--- src/rtl/pipe_ctrl_if.sv ---
`default_nettype none
// ============================================================================
// Module      : pipe_ctrl_if
// Description : Hazard inputs, buffer controls and performance counters
//               exchanged between the pipeline datapath and pipe_ctrl.
// Revision    : 1.0 - initial release
// ============================================================================
interface pipe_ctrl_if #(
    parameter int CNT_W = 32
);
    // Hazard / event inputs to the controller
    logic [4:0]       id_R1_pos;
    logic [4:0]       id_R2_pos;
    logic             id_use_R1;
    logic             id_use_R2;
    logic [4:0]       ex_dst;
    logic             ex_load;
    logic             ex_redirect;
    logic             wb_halt;
    logic             go;

    // Controls back to the datapath
    logic             pc_en;
    logic             ifid_en;
    logic             ifid_clr;
    logic             idex_en;
    logic             idex_clr;
    logic             exmem_en;
    logic             exmem_clr;
    logic             memwb_en;
    logic             memwb_clr;
    logic             halted;
    logic [CNT_W-1:0] cycle_cnt;
    logic [CNT_W-1:0] stall_cnt;
    logic [CNT_W-1:0] flush_cnt;

    // Datapath side: supplies hazard info, consumes controls
    modport master (
        output id_R1_pos, id_R2_pos, id_use_R1, id_use_R2,
               ex_dst, ex_load, ex_redirect, wb_halt, go,
        input  pc_en, ifid_en, ifid_clr, idex_en, idex_clr,
               exmem_en, exmem_clr, memwb_en, memwb_clr,
               halted, cycle_cnt, stall_cnt, flush_cnt
    );

    // Controller side
    modport slave (
        input  id_R1_pos, id_R2_pos, id_use_R1, id_use_R2,
               ex_dst, ex_load, ex_redirect, wb_halt, go,
        output pc_en, ifid_en, ifid_clr, idex_en, idex_clr,
               exmem_en, exmem_clr, memwb_en, memwb_clr,
               halted, cycle_cnt, stall_cnt, flush_cnt
    );
endinterface
`default_nettype wire

--- src/rtl/pipe_ctrl.sv ---
`default_nettype none
// ============================================================================
// Module      : pipe_ctrl
// Description : Stall/flush controller for the 5-stage MIPS pipeline with
//               exit-syscall halt/resume FSM and performance counters.
// Revision    : 1.0 - initial release
// ============================================================================
module pipe_ctrl #(
    parameter int CNT_W = 32
) (
    input  wire             clk,
    input  wire             rst_n,
    pipe_ctrl_if.slave      bus
);

    typedef enum logic [1:0] {
        S_RUN    = 2'd0,
        S_HALT   = 2'd1,
        S_RESUME = 2'd2
    } state_t;

    state_t           r_state;
    logic             r_halted;
    logic [CNT_W-1:0] r_cycle_cnt;
    logic [CNT_W-1:0] r_stall_cnt;
    logic [CNT_W-1:0] r_flush_cnt;

    logic w_lu;
    logic w_freeze;
    logic w_flush;
    logic w_stall;

    // Load-use hazard: a load in EX writes a register the ID instruction reads.
    // r0 is hardwired to zero so it never creates a dependency.
    assign w_lu = bus.ex_load && (bus.ex_dst != 5'd0) &&
                  ((bus.id_use_R1 && (bus.ex_dst == bus.id_R1_pos)) ||
                   (bus.id_use_R2 && (bus.ex_dst == bus.id_R2_pos)));

    // Freeze covers HALT and the RUN cycle in which the syscall reaches WB.
    // RESUME deliberately ignores wb_halt so the syscall can retire.
    assign w_freeze = (r_state == S_HALT) || ((r_state == S_RUN) && bus.wb_halt);
    assign w_flush  = !w_freeze && bus.ex_redirect;
    assign w_stall  = !w_freeze && !bus.ex_redirect && w_lu;

    // Buffer controls, priority freeze > redirect > load-use > normal
    always_comb begin
        bus.pc_en     = 1'b1;
        bus.ifid_en   = 1'b1;
        bus.ifid_clr  = 1'b0;
        bus.idex_en   = 1'b1;
        bus.idex_clr  = 1'b0;
        bus.exmem_en  = 1'b1;
        bus.exmem_clr = 1'b0;
        bus.memwb_en  = 1'b1;
        bus.memwb_clr = 1'b0;
        if (w_freeze) begin
            bus.pc_en    = 1'b0;
            bus.ifid_en  = 1'b0;
            bus.idex_en  = 1'b0;
            bus.exmem_en = 1'b0;
            bus.memwb_en = 1'b0;
        end else if (w_flush) begin
            // Wrong-path instructions in IF/ID and ID/EX are squashed
            bus.ifid_clr = 1'b1;
            bus.idex_clr = 1'b1;
        end else if (w_stall) begin
            // Hold PC and IF/ID, send a bubble into EX
            bus.pc_en    = 1'b0;
            bus.ifid_en  = 1'b0;
            bus.idex_clr = 1'b1;
        end
    end

    // Halt/resume FSM with registered halted flag
    always_ff @(posedge clk) begin
        if (!rst_n) begin
            r_state  <= S_RUN;
            r_halted <= 1'b0;
        end else begin
            case (r_state)
                S_RUN: begin
                    if (bus.wb_halt) begin
                        r_state  <= S_HALT;
                        r_halted <= 1'b1;
                    end
                end
                S_HALT: begin
                    if (bus.go) begin
                        r_state  <= S_RESUME;
                        r_halted <= 1'b0;
                    end
                end
                S_RESUME: begin
                    r_state  <= S_RUN;
                    r_halted <= 1'b0;
                end
                default: begin
                    r_state  <= S_RUN;
                    r_halted <= 1'b0;
                end
            endcase
        end
    end

    // Performance counters, free-running with natural wrap
    always_ff @(posedge clk) begin
        if (!rst_n) begin
            r_cycle_cnt <= '0;
            r_stall_cnt <= '0;
            r_flush_cnt <= '0;
        end else begin
            if (r_state != S_HALT) r_cycle_cnt <= r_cycle_cnt + 1'b1;
            if (w_stall)           r_stall_cnt <= r_stall_cnt + 1'b1;
            if (w_flush)           r_flush_cnt <= r_flush_cnt + 1'b1;
        end
    end

    assign bus.halted    = r_halted;
    assign bus.cycle_cnt = r_cycle_cnt;
    assign bus.stall_cnt = r_stall_cnt;
    assign bus.flush_cnt = r_flush_cnt;

endmodule
`default_nettype wire

--- src/flat_wrapper.sv ---
// flat-port wrapper written by rule: the top's interface ports become plain ports
module pipe_ctrl_flat 
#(
    parameter int CNT_W = 32
)
  (clk, rst_n, bus_id_R1_pos, bus_id_R2_pos, bus_id_use_R1, bus_id_use_R2, bus_ex_dst, bus_ex_load, bus_ex_redirect, bus_wb_halt, bus_go, bus_pc_en, bus_ifid_en, bus_ifid_clr, bus_idex_en, bus_idex_clr, bus_exmem_en, bus_exmem_clr, bus_memwb_en, bus_memwb_clr, bus_halted, bus_cycle_cnt, bus_stall_cnt, bus_flush_cnt);
  pipe_ctrl_if #(.CNT_W(CNT_W)) bus_i ();
  input  wire clk;
  input  wire rst_n;
  input wire logic [$bits(bus_i.id_R1_pos)-1:0] bus_id_R1_pos;
  input wire logic [$bits(bus_i.id_R2_pos)-1:0] bus_id_R2_pos;
  input wire logic [$bits(bus_i.id_use_R1)-1:0] bus_id_use_R1;
  input wire logic [$bits(bus_i.id_use_R2)-1:0] bus_id_use_R2;
  input wire logic [$bits(bus_i.ex_dst)-1:0] bus_ex_dst;
  input wire logic [$bits(bus_i.ex_load)-1:0] bus_ex_load;
  input wire logic [$bits(bus_i.ex_redirect)-1:0] bus_ex_redirect;
  input wire logic [$bits(bus_i.wb_halt)-1:0] bus_wb_halt;
  input wire logic [$bits(bus_i.go)-1:0] bus_go;
  output wire logic [$bits(bus_i.pc_en)-1:0] bus_pc_en;
  output wire logic [$bits(bus_i.ifid_en)-1:0] bus_ifid_en;
  output wire logic [$bits(bus_i.ifid_clr)-1:0] bus_ifid_clr;
  output wire logic [$bits(bus_i.idex_en)-1:0] bus_idex_en;
  output wire logic [$bits(bus_i.idex_clr)-1:0] bus_idex_clr;
  output wire logic [$bits(bus_i.exmem_en)-1:0] bus_exmem_en;
  output wire logic [$bits(bus_i.exmem_clr)-1:0] bus_exmem_clr;
  output wire logic [$bits(bus_i.memwb_en)-1:0] bus_memwb_en;
  output wire logic [$bits(bus_i.memwb_clr)-1:0] bus_memwb_clr;
  output wire logic [$bits(bus_i.halted)-1:0] bus_halted;
  output wire logic [$bits(bus_i.cycle_cnt)-1:0] bus_cycle_cnt;
  output wire logic [$bits(bus_i.stall_cnt)-1:0] bus_stall_cnt;
  output wire logic [$bits(bus_i.flush_cnt)-1:0] bus_flush_cnt;
  assign bus_i.id_R1_pos = bus_id_R1_pos;
  assign bus_i.id_R2_pos = bus_id_R2_pos;
  assign bus_i.id_use_R1 = bus_id_use_R1;
  assign bus_i.id_use_R2 = bus_id_use_R2;
  assign bus_i.ex_dst = bus_ex_dst;
  assign bus_i.ex_load = bus_ex_load;
  assign bus_i.ex_redirect = bus_ex_redirect;
  assign bus_i.wb_halt = bus_wb_halt;
  assign bus_i.go = bus_go;
  assign bus_pc_en = bus_i.pc_en;
  assign bus_ifid_en = bus_i.ifid_en;
  assign bus_ifid_clr = bus_i.ifid_clr;
  assign bus_idex_en = bus_i.idex_en;
  assign bus_idex_clr = bus_i.idex_clr;
  assign bus_exmem_en = bus_i.exmem_en;
  assign bus_exmem_clr = bus_i.exmem_clr;
  assign bus_memwb_en = bus_i.memwb_en;
  assign bus_memwb_clr = bus_i.memwb_clr;
  assign bus_halted = bus_i.halted;
  assign bus_cycle_cnt = bus_i.cycle_cnt;
  assign bus_stall_cnt = bus_i.stall_cnt;
  assign bus_flush_cnt = bus_i.flush_cnt;
  pipe_ctrl #(.CNT_W(CNT_W)) u_core (.clk(clk), .rst_n(rst_n), .bus(bus_i));
endmodule
--- config.mk ---
export PLATFORM = sky130hd
export DESIGN_NAME = pipe_ctrl_flat
export DESIGN_NICKNAME = d
export VERILOG_FILES = /design/src/rtl/pipe_ctrl_if.sv /design/src/rtl/pipe_ctrl.sv /design/src/flat_wrapper.sv
export SDC_FILE = /design/constraint.sdc
export NUM_CORES = 1
export LEC_CHECK = 0
export ABC_AREA = 1
export ABC_CLOCK_PERIOD_IN_PS = 2100
export CORE_ASPECT_RATIO = 1.1
export CORE_MARGIN = 2
export CORE_UTILIZATION = 40
export DETAILED_ROUTE_END_ITERATION = 12
export GPL_TIMING_DRIVEN = 0
export PLACE_DENSITY = 0.67
export REMOVE_ABC_BUFFERS = 1
export SYNTH_ARGS = -nofsm -noshare
export SYNTH_HDL_FRONTEND = slang
export SYNTH_SLANG_ARGS = --single-unit
--- constraint.sdc ---
create_clock -name clk -period 2.1 [get_ports clk]
set_input_delay 0.42 -clock clk [delete_from_list [all_inputs] [get_ports clk]]
set_output_delay 0.42 -clock clk [all_outputs]
set_load 0.005 [all_outputs]
After elaboration in Yosys (flattened, before gate mapping)
Index checks and enable logic that the tools add are counted.
Operators by class
  reduce and logical (&&, ||, !) cells: 15
  multiplexer cells: 15
  add/subtract/negate cells: 3
  equal/unequal tests: 6
Operator list (number)
  adder 32 x 1 -> 32 bit, second input constant: 3
  two-way mux 1 bit: 11
  == test 5 bit: 2
  logical AND 1 bit: 8
  nonzero test 5 bit: 1
  two-way mux 2 bit: 2
  != test 2 bit, second input constant: 2
  case mux 2 bit (2 select lines): 1
  == test 2 x 1 -> 1 bit, second input constant: 1
  logical NOT 1 bit: 2
  logical NOT 2 bit: 1
  logical OR 1 bit: 2
  != test 2 x 1 -> 1 bit, second input constant: 1
  case mux 1 bit (2 select lines): 1
  AND reduction 2 bit: 1
Storage, ports and cells
  flip-flop bits (word level): 99
  logic and storage cells: 44
  bits of input ports: 23

Logic depth before layout (Yosys ltp)
Gate-level depths: netlist of the first run.
  depth in word-level cells: 9
  mapped depth: 11
  gate-level depth less buffers: 11

Least setup slack after synthesis of the first run
Ideal clock, no wire load.
  path type: input port to output port
  start: input port bus_ex_dst[1]
  end: output port bus_pc_en
  slack: 248 ps
  arrival: 1432 ps
  data required time: 1680 ps
  stages on the path: 11
  cell sequence: inv_1 -> nand2_1 -> nand2_1 -> nor2_1 -> nand3_1 -> nand2_2 -> nand3_1 -> buf_2 -> nand2_1 -> inv_1 -> buf_4
On the way
  longest elaborated chain between the ends: 8
  elaborated cells between the ends (all ways): 12
  those cells by class: 2 x eq/ne; 3 x mux; 7 x reduce/logical
RTL lines
  start, declared: RTL line flat_wrapper.sv:14  | input wire logic [$bits(bus_i.ex_dst)-1:0] bus_ex_dst;
  == test 5 bit (on tied branches): RTL line pipe_ctrl.sv:36, pipe_ctrl.sv:37
  logical AND 1 bit (on tied branches): RTL line pipe_ctrl.sv:36, pipe_ctrl.sv:37
  logical OR 1 bit: RTL line pipe_ctrl.sv:36  | ((bus.id_use_R1 && (bus.ex_dst == bus.id_R1_pos)) ||
  logical AND 1 bit *: RTL line pipe_ctrl.sv:35  | assign w_lu = bus.ex_load && (bus.ex_dst != 5'd0) &&
  logical AND 1 bit *: RTL line pipe_ctrl.sv:43  | assign w_stall = !w_freeze && !bus.ex_redirect && w_lu;
  two-way mux 1 bit * (3 in series)
  end, declared: RTL line flat_wrapper.sv:19  | output wire logic [$bits(bus_i.pc_en)-1:0] bus_pc_en;
Mark *: on every way between the ends. The rest lies on a longest branch, timed or not.

Worst setup path in the final report of the first run
  start: input port bus_ex_redirect
  end: output port bus_idex_clr
On the way
  longest elaborated chain between the ends: 6
  elaborated cells between the ends (all ways): 7
  those cells by class: 3 x mux; 4 x reduce/logical
RTL lines
  start, declared: RTL line flat_wrapper.sv:16  | input wire logic [$bits(bus_i.ex_redirect)-1:0] bus_ex_redirect;
  logical NOT 1 bit: RTL line pipe_ctrl.sv:43
  logical AND 1 bit (2 in series): RTL line pipe_ctrl.sv:43
  two-way mux 1 bit: RTL line pipe_ctrl.sv:66  | end else if (w_stall) begin
  two-way mux 1 bit *: RTL line pipe_ctrl.sv:62  | end else if (w_flush) begin
  two-way mux 1 bit *: RTL line pipe_ctrl.sv:56  | if (w_freeze) begin
  end, declared: RTL line flat_wrapper.sv:23  | output wire logic [$bits(bus_i.idex_clr)-1:0] bus_idex_clr;
Marked as above.

==> reports/metrics.yaml, run 1 <==
power:
  vdd_drop_max_v: 0.000377
  switching_share_pct: 24.5
  p_int_w: 0.00290
  seqPwrFrac_pct: 49.7
  power_w: 0.00384
  powerDensity_nw_per_um2: 502
  combPwrFrac_pct: 8.2
  clkPwrFrac_pct: 42.0
  p_switching_w: 0.000941
  leakage_nw: 2.88
detailed_routing:
  drc: 0
  viasPerCell: 4.90
  ant_nets: 0
  avgRoutedWirePerCell_um: 12.7
  drt_iter0_markers: 400
  dr.pass1.iters: 5
  wirelength_mm: 15.9
  vias: 6143
clock_network:
  cts_num_sinks: 99
  numCtsBuffers: 9
  cts_buffer_depth: 2
  clk_latency_ns: 0.35
  root_buffer: "clkbuf_16"
  clkTransAtPathRegs_ns: 0.06
  cts_max_level: 3
  cts_tree: "done"
  holdBufCountCts: 0
setup_path:
  cp_max_fo: 2
  slowest_stage: "clkdlybuf4s50_1"
  critPathArrivalTime_ns: 1.64
  critPathBufInv: 5
  critPathLaunchType: "input pin"
  cp_cell_sequence: "clkdlybuf4s50_1 -> inv_1 -> nand2_4 -> clkinvlp_4 -> nand3_4 -> buf_6 -> nand2_1 -> buf_2"
  cp_top_family: "buffers and inverters"
  r2r_setup_slack_ns: 0.19
  cp.required_ns: 1.68
  critPathKind: "input pin to output port"
  max_stage_delay_ns: 0.54
  critPathCaptureType: "output port"
grt:
  antenna_found_initial: 0
  grt_max_degree: 42
  grt_pass1_wl_mm: 25.5
  grt_pass1_vias: 5441
  overflow: 0
  grtUsageTotal_pct: 20.1
worst_hold_path:
  hold_class: "flop to flop"
logic_synthesis:
  yosysUniqueCellTypes: 42
  syn_area_um2: 5770
  yosysWarnings: 0
  yosysSeqAreaShare_pct: 34.3
  avgSynthCellArea_um2: 6.27
  ys_ff_latch: 99
  syn_inst: 921
sta:
  clock.fmax_mhz: 486
  setup_viol: 0
  grt_setup_unrepaired: "yes"
  setup_slack_ns: 0.0407
  fin_crit_sh_pct: 98.1
  relSlewSlack_pct: 49.9
  post-route-min-period_ns: 2.06
  worst_pin_slew_ns: 0.752
  hold_violations: 0
  finalMaxSlewViolations: 0
  clock_skew_ns: 0.00818
floorplan:
  io_pins: 129
  core_um2: 14300
  dieArea_um2: 15400
  fp.dieW_um: 119
  num_rows: 46
  die_y_um: 130
  start_util_pct: 40.4
place:
  dpl-instance-area_um2: 7160
  dpl_worst_slack_ns: -1.87
  routabilityCongestion: 0.949
  portBuffers: 126
  hpwl_mm: 11.1
cells_and_area:
  final_util_pct: 53.6
  stdcell_area_um2: 7650
  n_antenna_cell: 0
  fillCellCount: 1517
  drive_above_1_share_pct: 8.95
  nNetsFinal: 1083
  areaGrowthSynthToFinish_pct: 32.5
job:
  maxCapViolations: 0
run_status:
  status: "finished, final reports clean"
worst paths after layout:
kind,startpoint,endpoint,depth (start not counted)
max,bus_ex_redirect,bus_idex_clr,8
max reg2reg,u_core.bus.flush_cnt[0]$_SDFFE_PN0N_,u_core.bus.flush_cnt[24]$_SDFFE_PN0N_,8
min,u_core.bus.cycle_cnt[4]$_SDFFE_PN0P_,u_core.bus.cycle_cnt[4]$_SDFFE_PN0P_,2
min reg2reg,u_core.bus.cycle_cnt[4]$_SDFFE_PN0P_,u_core.bus.cycle_cnt[4]$_SDFFE_PN0P_,2
layout by cell type (no fill, tap or decap), types with 3 or more instances in the layout:
master	n
nor2_4	6
clkinvlp_4	4
ha_1	3
dlymetal6s2s_1	3
inv_1	113
buf_4	14
nand2_4	3
clkbuf_16	9
nand2_1	259
dlygate4sd2_1	14
xor2_1	8
o21ai_0	33
nor2_2	9
nor3_4	3
nor2_1	139
nor3_2	4
a31oi_1	3
dfxtp_1	97
o21bai_1	5
nand3_2	4
clkdlybuf4s50_1	102
nand2_2	6
inv_2	6
clkinv_4	3
nand3b_1	5
nand3_1	66
xnor2_1	6
a21oi_1	58
nor3_1	19
nand4_1	22
clkbuf_2	4
cells in the mapped netlist:
cell type | number | area share [%]
a21oi_1 | 59 | 5.1
or2_2 | 1 | 0.11
xor2_1 | 8 | 1.2
nor3_4 | 3 | 0.85
o21ai_0 | 33 | 2.9
inv_2 | 4 | 0.26
nand4_2 | 1 | 0.22
o21ai_4 | 1 | 0.28
nor2_4 | 6 | 1.2
nand3_1 | 68 | 5.9
nand2_2 | 5 | 0.54
a31oi_1 | 3 | 0.33
buf_6 | 3 | 0.59
dfxtp_1 | 99 | 34
nand3b_1 | 5 | 0.65
nor3_2 | 3 | 0.52
xnor2_1 | 6 | 0.91
conb_1 | 1 | 0.065
buf_1 | 2 | 0.13
a21oi_4 | 1 | 0.28
nor4_1 | 1 | 0.11
o21bai_1 | 5 | 0.65
nor2_2 | 6 | 0.65
inv_1 | 117 | 7.6
nand2_4 | 2 | 0.39
clkinv_2 | 1 | 0.087
nand2_1 | 261 | 17
nor3b_1 | 1 | 0.13
and3_1 | 1 | 0.11
clkbuf_1 | 9 | 0.59
or2_1 | 1 | 0.11
nand3_2 | 2 | 0.35
buf_2 | 2 | 0.17
nor3_1 | 20 | 1.7
ha_1 | 3 | 0.65
nand4_1 | 22 | 2.4
o21ai_1 | 2 | 0.17
o31ai_1 | 1 | 0.13
nand3_4 | 1 | 0.30
buf_4 | 7 | 0.91
nor2_1 | 142 | 9.2
o21a_1 | 2 | 0.26
sequential cells by signal, summed over array words and instances (netlist names):
name,count
u_core.r_state,2
u_core.bus.stall_cnt,32
u_core.bus.halted,1
u_core.bus.cycle_cnt,32
u_core.bus.flush_cnt,32
cell families after synthesis:
logic type,count (synthesis),share of synthesized area [%]
XOR/XNOR,14,2.12
AND/OR/NAND/NOR,552,42.4
adder cells (fa/ha/maj),3,0.650
other,1,0.0650
flip-flops,99,34.3
buffers and inverters,145,10.3
AO/OA/AOI/OAI,107,10.1
per-layer routing:
layer	part of all wire [%]	routed length, um	vias to the layer above	global-route usage (%)
li1	-	-	3188	-
met1	45	7110	2733	25.5
met2	46	7320	194	33.1
met3	7.2	1150	28	5.33
met4	2.0	326	0	7.49
met5	0	0	-	0
power groups by stage:
stage / logic, W / clock network [W] / registers (W)
3_3_place_gp: 0.000282 / 0 / 0.00195
3_5_place_dp: 0.000282 / 0 / 0.00195
4_1_cts: 0.000308 / 0.00166 / 0.00191
2_1_floorplan: 0.000129 / 0 / 0.00195
5_1_grt: 0.000351 / 0.00172 / 0.00191
6_report: 0.000316 / 0.00161 / 0.00191
worst register-to-register path, delay by kind of cell, from the launching register on:
family | cells | cell delay, ns
adders and majority gates | 1 | 0.24
buffers and inverters | 1 | 0.10
DFF | 1 | 0.42
AOI/OAI and AO/OA | 1 | 0.17
and+or+nand+nor | 5 | 0.89
timing repair:
action,4_1_cts,5_1_grt
endpoints found under the setup margin,35,23
pin swaps,14,9
resized for setup,39,16
cloned,2,1
setup buffers,16,0
layout make-up:
class	count	area, um^2	share of cell area, %
Inverter	122	470	6.15
Sequential cell	99	1980	25.9
Clock inverter	5	37.5	0.491
Timing Repair inverter	1	5.00	0.0654
Tap cell	192	240	3.14
Multi-Input combinational cell	680	3260	42.6
Clock buffer	11	253	3.30
Timing Repair Buffer	144	1400	18.3
per-stage QoR:
stage	cells	TNS (ns)	hold WS (ns)
floorplan	899	-0.600	0.450
global placement	1217	-137.07	0.456
detailed placement	1218	-38.44	0.461
CTS	1252	0	0.472
global route	1254	-0.0368	0.482
finish	1254	0	0.467
Note: power is estimated with default switching activity, not from simulation.
==> run 2: changes to the inputs <==
--- a/config.mk
+++ b/config.mk
@@ -8,7 +8,7 @@
 export ABC_AREA = 1
 export ABC_CLOCK_PERIOD_IN_PS = 2100
 export CORE_ASPECT_RATIO = 1.1
-export CORE_MARGIN = 2
+export CORE_MARGIN = 1.5
 export CORE_UTILIZATION = 40
 export DETAILED_ROUTE_END_ITERATION = 12
 export GPL_TIMING_DRIVEN = 0
==> run 2 against run 1 <==
Clock skew up 0.0013 ns. First-iteration DRC count up 20%. Hold slack worse by 0.0033 ns. Maximum frequency up 2.8%. Core utilization up 1.1 points. Critical path depth down 5. Critical endpoint is now bus_memwb_en. Largest power group unchanged.
==> reports/metrics.yaml, run 2 (synthesized netlist as in run 1, its figures left out) <==
power:
  power_w: 0.00400  # was 0.00384 W
  leakage_nw: 2.86  # was 2.88 nW
  powerDensity_nw_per_um2: 524  # was 502 nW/um^2
  vdd_drop_max_v: 0.000305  # was 0.000377 V
clock_network:
  numCtsBuffers: 9  # unchanged
  cts_tree: "done"  # unchanged
  cts_buffer_depth: 2  # unchanged
  clkTransAtPathRegs_ns: 0.07  # was 0.06 ns
  clk_latency_ns: 0.35  # about the same
  cts_num_sinks: 99  # unchanged
  root_buffer: "clkbuf_16"  # unchanged
  cts_max_level: 3  # unchanged
detailed_routing:
  dr.pass1.iters: 5  # unchanged
  viasPerCell: 4.87  # was 4.90
  drt_iter0_markers: 478  # was 400
  vias: 6063  # was 6143
  drc: 0  # unchanged
  wirelength_mm: 15.5  # was 15.9 mm
  ant_nets: 0  # unchanged
  avgRoutedWirePerCell_um: 12.5  # was 12.7 um
run_status:
  status: "finished, final reports clean"  # unchanged
place:
  routabilityCongestion: 0.903  # was 0.949
  portBuffers: 126  # unchanged
  hpwl_mm: 11.1  # about the same
  dpl-instance-area_um2: 7150  # was 7160 um^2
floorplan:
  fp.dieW_um: 118  # was 119 um
  io_pins: 129  # unchanged
  core_um2: 14000  # was 14300 um^2
  die_y_um: 129  # was 130 um
  start_util_pct: 41.3  # was 40.4%
  dieArea_um2: 15200  # was 15400 um^2
  num_rows: 45  # was 46
setup_path:
  crit_start: "u_core.r_state[0]$_SDFFE_PN0P_"  # was bus_ex_redirect
  critPathBufInv: 2  # was 5
  crit_end: "bus_memwb_en"  # was bus_idex_clr
  worstReg2RegStart: "u_core.r_state[0]$_SDFFE_PN0P_"  # was u_core.bus.flush_cnt[0]$_SDFFE_PN0N_
  critPathKind: "flop to output port"  # was input pin to output port
  r2r_setup_slack_ns: 0.22  # was 0.19 ns
  worst-path-stages: 3  # was 8
  critPathLaunchType: "flop"  # was input pin
  cp_max_fo: 4  # was 2
  r2r-end: "u_core.bus.flush_cnt[25]$_SDFFE_PN0N_"  # was u_core.bus.flush_cnt[24]$_SDFFE_PN0N_
  critPathArrivalTime_ns: 1.58  # was 1.64 ns
  rr_worst_depth: 10  # was 8
  slowest_stage: "clkdlybuf4s50_1"  # unchanged
  cp_cell_sequence: "o21ai_4 -> buf_4 -> clkdlybuf4s50_1"  # was clkdlybuf4s50_1 -> inv_1 -> nand2_4 -> clkinvlp_4 -> nand3_4 -> buf_6 -> nand2_1 -> buf_2
  cp_top_family: "buffers and inverters"  # unchanged
  critPathCaptureType: "output port"  # unchanged
  cp.required_ns: 1.68  # about the same
  max_stage_delay_ns: 0.49  # was 0.54 ns
sta:
  setup_viol: 0  # unchanged
  post-route-min-period_ns: 2.00  # was 2.06 ns
  grt_setup_unrepaired: "no"  # was yes
  clock.fmax_mhz: 499  # was 486 MHz
  hold_violations: 0  # unchanged
  worst_pin_slew_ns: 0.747  # was 0.752 ns
  finalMaxSlewViolations: 0  # unchanged
  fin_crit_sh_pct: 95.4  # was 98.1%
  relSlewSlack_pct: 50.2  # was 49.9%
  clock_skew_ns: 0.00944  # was 0.00818 ns
cells_and_area:
  final_cell_mix: "259 x nand2_1, 138 x nor2_1, 114 x inv_1"  # was 259 x nand2_1, 139 x nor2_1, 113 x inv_1
  areaGrowthSynthToFinish_pct: 32.2  # was 32.5%
  drive_above_1_share_pct: 8.23  # was 8.95%
  stdcell_area_um2: 7630  # was 7650 um^2
  final_util_pct: 54.7  # was 53.6%
  fillCellCount: 1485  # was 1517
  layout_commonest_cell: "nand2_1"  # unchanged
  nNetsFinal: 1079  # was 1083
worst_hold_path:
  hold_class: "flop to flop"  # unchanged
grt:
  grtUsageTotal_pct: 20.1  # about the same
  grt_max_degree: 39  # was 42
  grt_pass1_wl_mm: 25.2  # was 25.5 mm
  use_met2_pct: 33.7  # was 33.1%
  antenna_found_initial: 0  # unchanged
  overflow: 0  # unchanged
  grt_util_met1_pct: 26.0  # was 25.5%
  grt_pass1_vias: 5461  # was 5441
  met3_usage_pct: 4.03  # was 5.33%
  busiest_layer: "met2"  # unchanged
job:
  maxCapViolations: 0  # unchanged
run 2: layout make-up:
class	instances	area, um^2	share of cell area (%)
Timing Repair Buffer	140	1360	17.8
Sequential cell	99	1980	26.0
Tap cell	188	235	3.08
Inverter	122	470	6.16
Antenna cell	1	2.50	0.0328
Clock buffer	10	239	3.13
Clock inverter	5	77.6	1.02
Timing Repair inverter	1	5.00	0.0656
Multi-Input combinational cell	680	3260	42.8
run 2: worst min-delay path, delay by kind of cell, from the launching register on:
kind / cells / cell delay [ns]
simple gates: 1 / 0.06
flops: 1 / 0.31
compound gates: 1 / 0.05
run 2: what timing repair did:
action,4_1_cts,5_1_grt
cloned,2,1
gates resized for setup,35,10
endpoints found under the setup margin,30,26
buffers inserted,11,1
pin swaps,15,3
hold buffers,0,0
run 2: worst min path at each step:
stage	startpoint	endpoint	slack, ns	depth (start not counted)
2_1_floorplan	u_core.bus.cycle_cnt[4]$_SDFFE_PN0P_	u_core.bus.cycle_cnt[4]$_SDFFE_PN0P_	0.45	2
3_3_place_gp	u_core.bus.halted$_SDFFE_PN0P_	u_core.bus.halted$_SDFFE_PN0P_	0.46	2
3_5_place_dp	u_core.bus.halted$_SDFFE_PN0P_	u_core.bus.halted$_SDFFE_PN0P_	0.46	2
4_1_cts	u_core.bus.halted$_SDFFE_PN0P_	u_core.bus.halted$_SDFFE_PN0P_	0.47	2
5_1_grt	u_core.bus.halted$_SDFFE_PN0P_	u_core.bus.halted$_SDFFE_PN0P_	0.50	2
6_report	u_core.bus.halted$_SDFFE_PN0P_	u_core.bus.halted$_SDFFE_PN0P_	0.46	2
run 2: where the power goes:
group | internal [W] | switching (W) | leakage (nW) | total (W)
Sequential | 0.00189 | 0.0000170 | 0.799 | 0.00191
Combinational | 0.000131 | 0.000177 | 1.90 | 0.000308
Clock | 0.00107 | 0.000716 | 0.154 | 0.00178
run 2: routing by layer:
| metal | share of wire [%] | up-vias | wire length (um) |
|---|---|---|---|
| li1 | - | 3196 | - |
| met1 | 46 | 2673 | 7200 |
| met2 | 45 | 174 | 6990 |
| met3 | 6.9 | 20 | 1080 |
| met4 | 1.8 | 0 | 276 |
| met5 | 0 | - | 0 |
run 2: through the flow:
step	hold slack (ns)	instances	setup slack, ns	setup TNS, ns
final	0.464	1246	0.0960	0
after global routing	0.497	1245	0.00595	0
after CTS	0.472	1242	0.0193	0
after detailed placement	0.458	1214	-1.85	-37.24
after global placement	0.458	1213	-2.27	-134.56
after floorplan	0.450	899	-0.214	-0.600
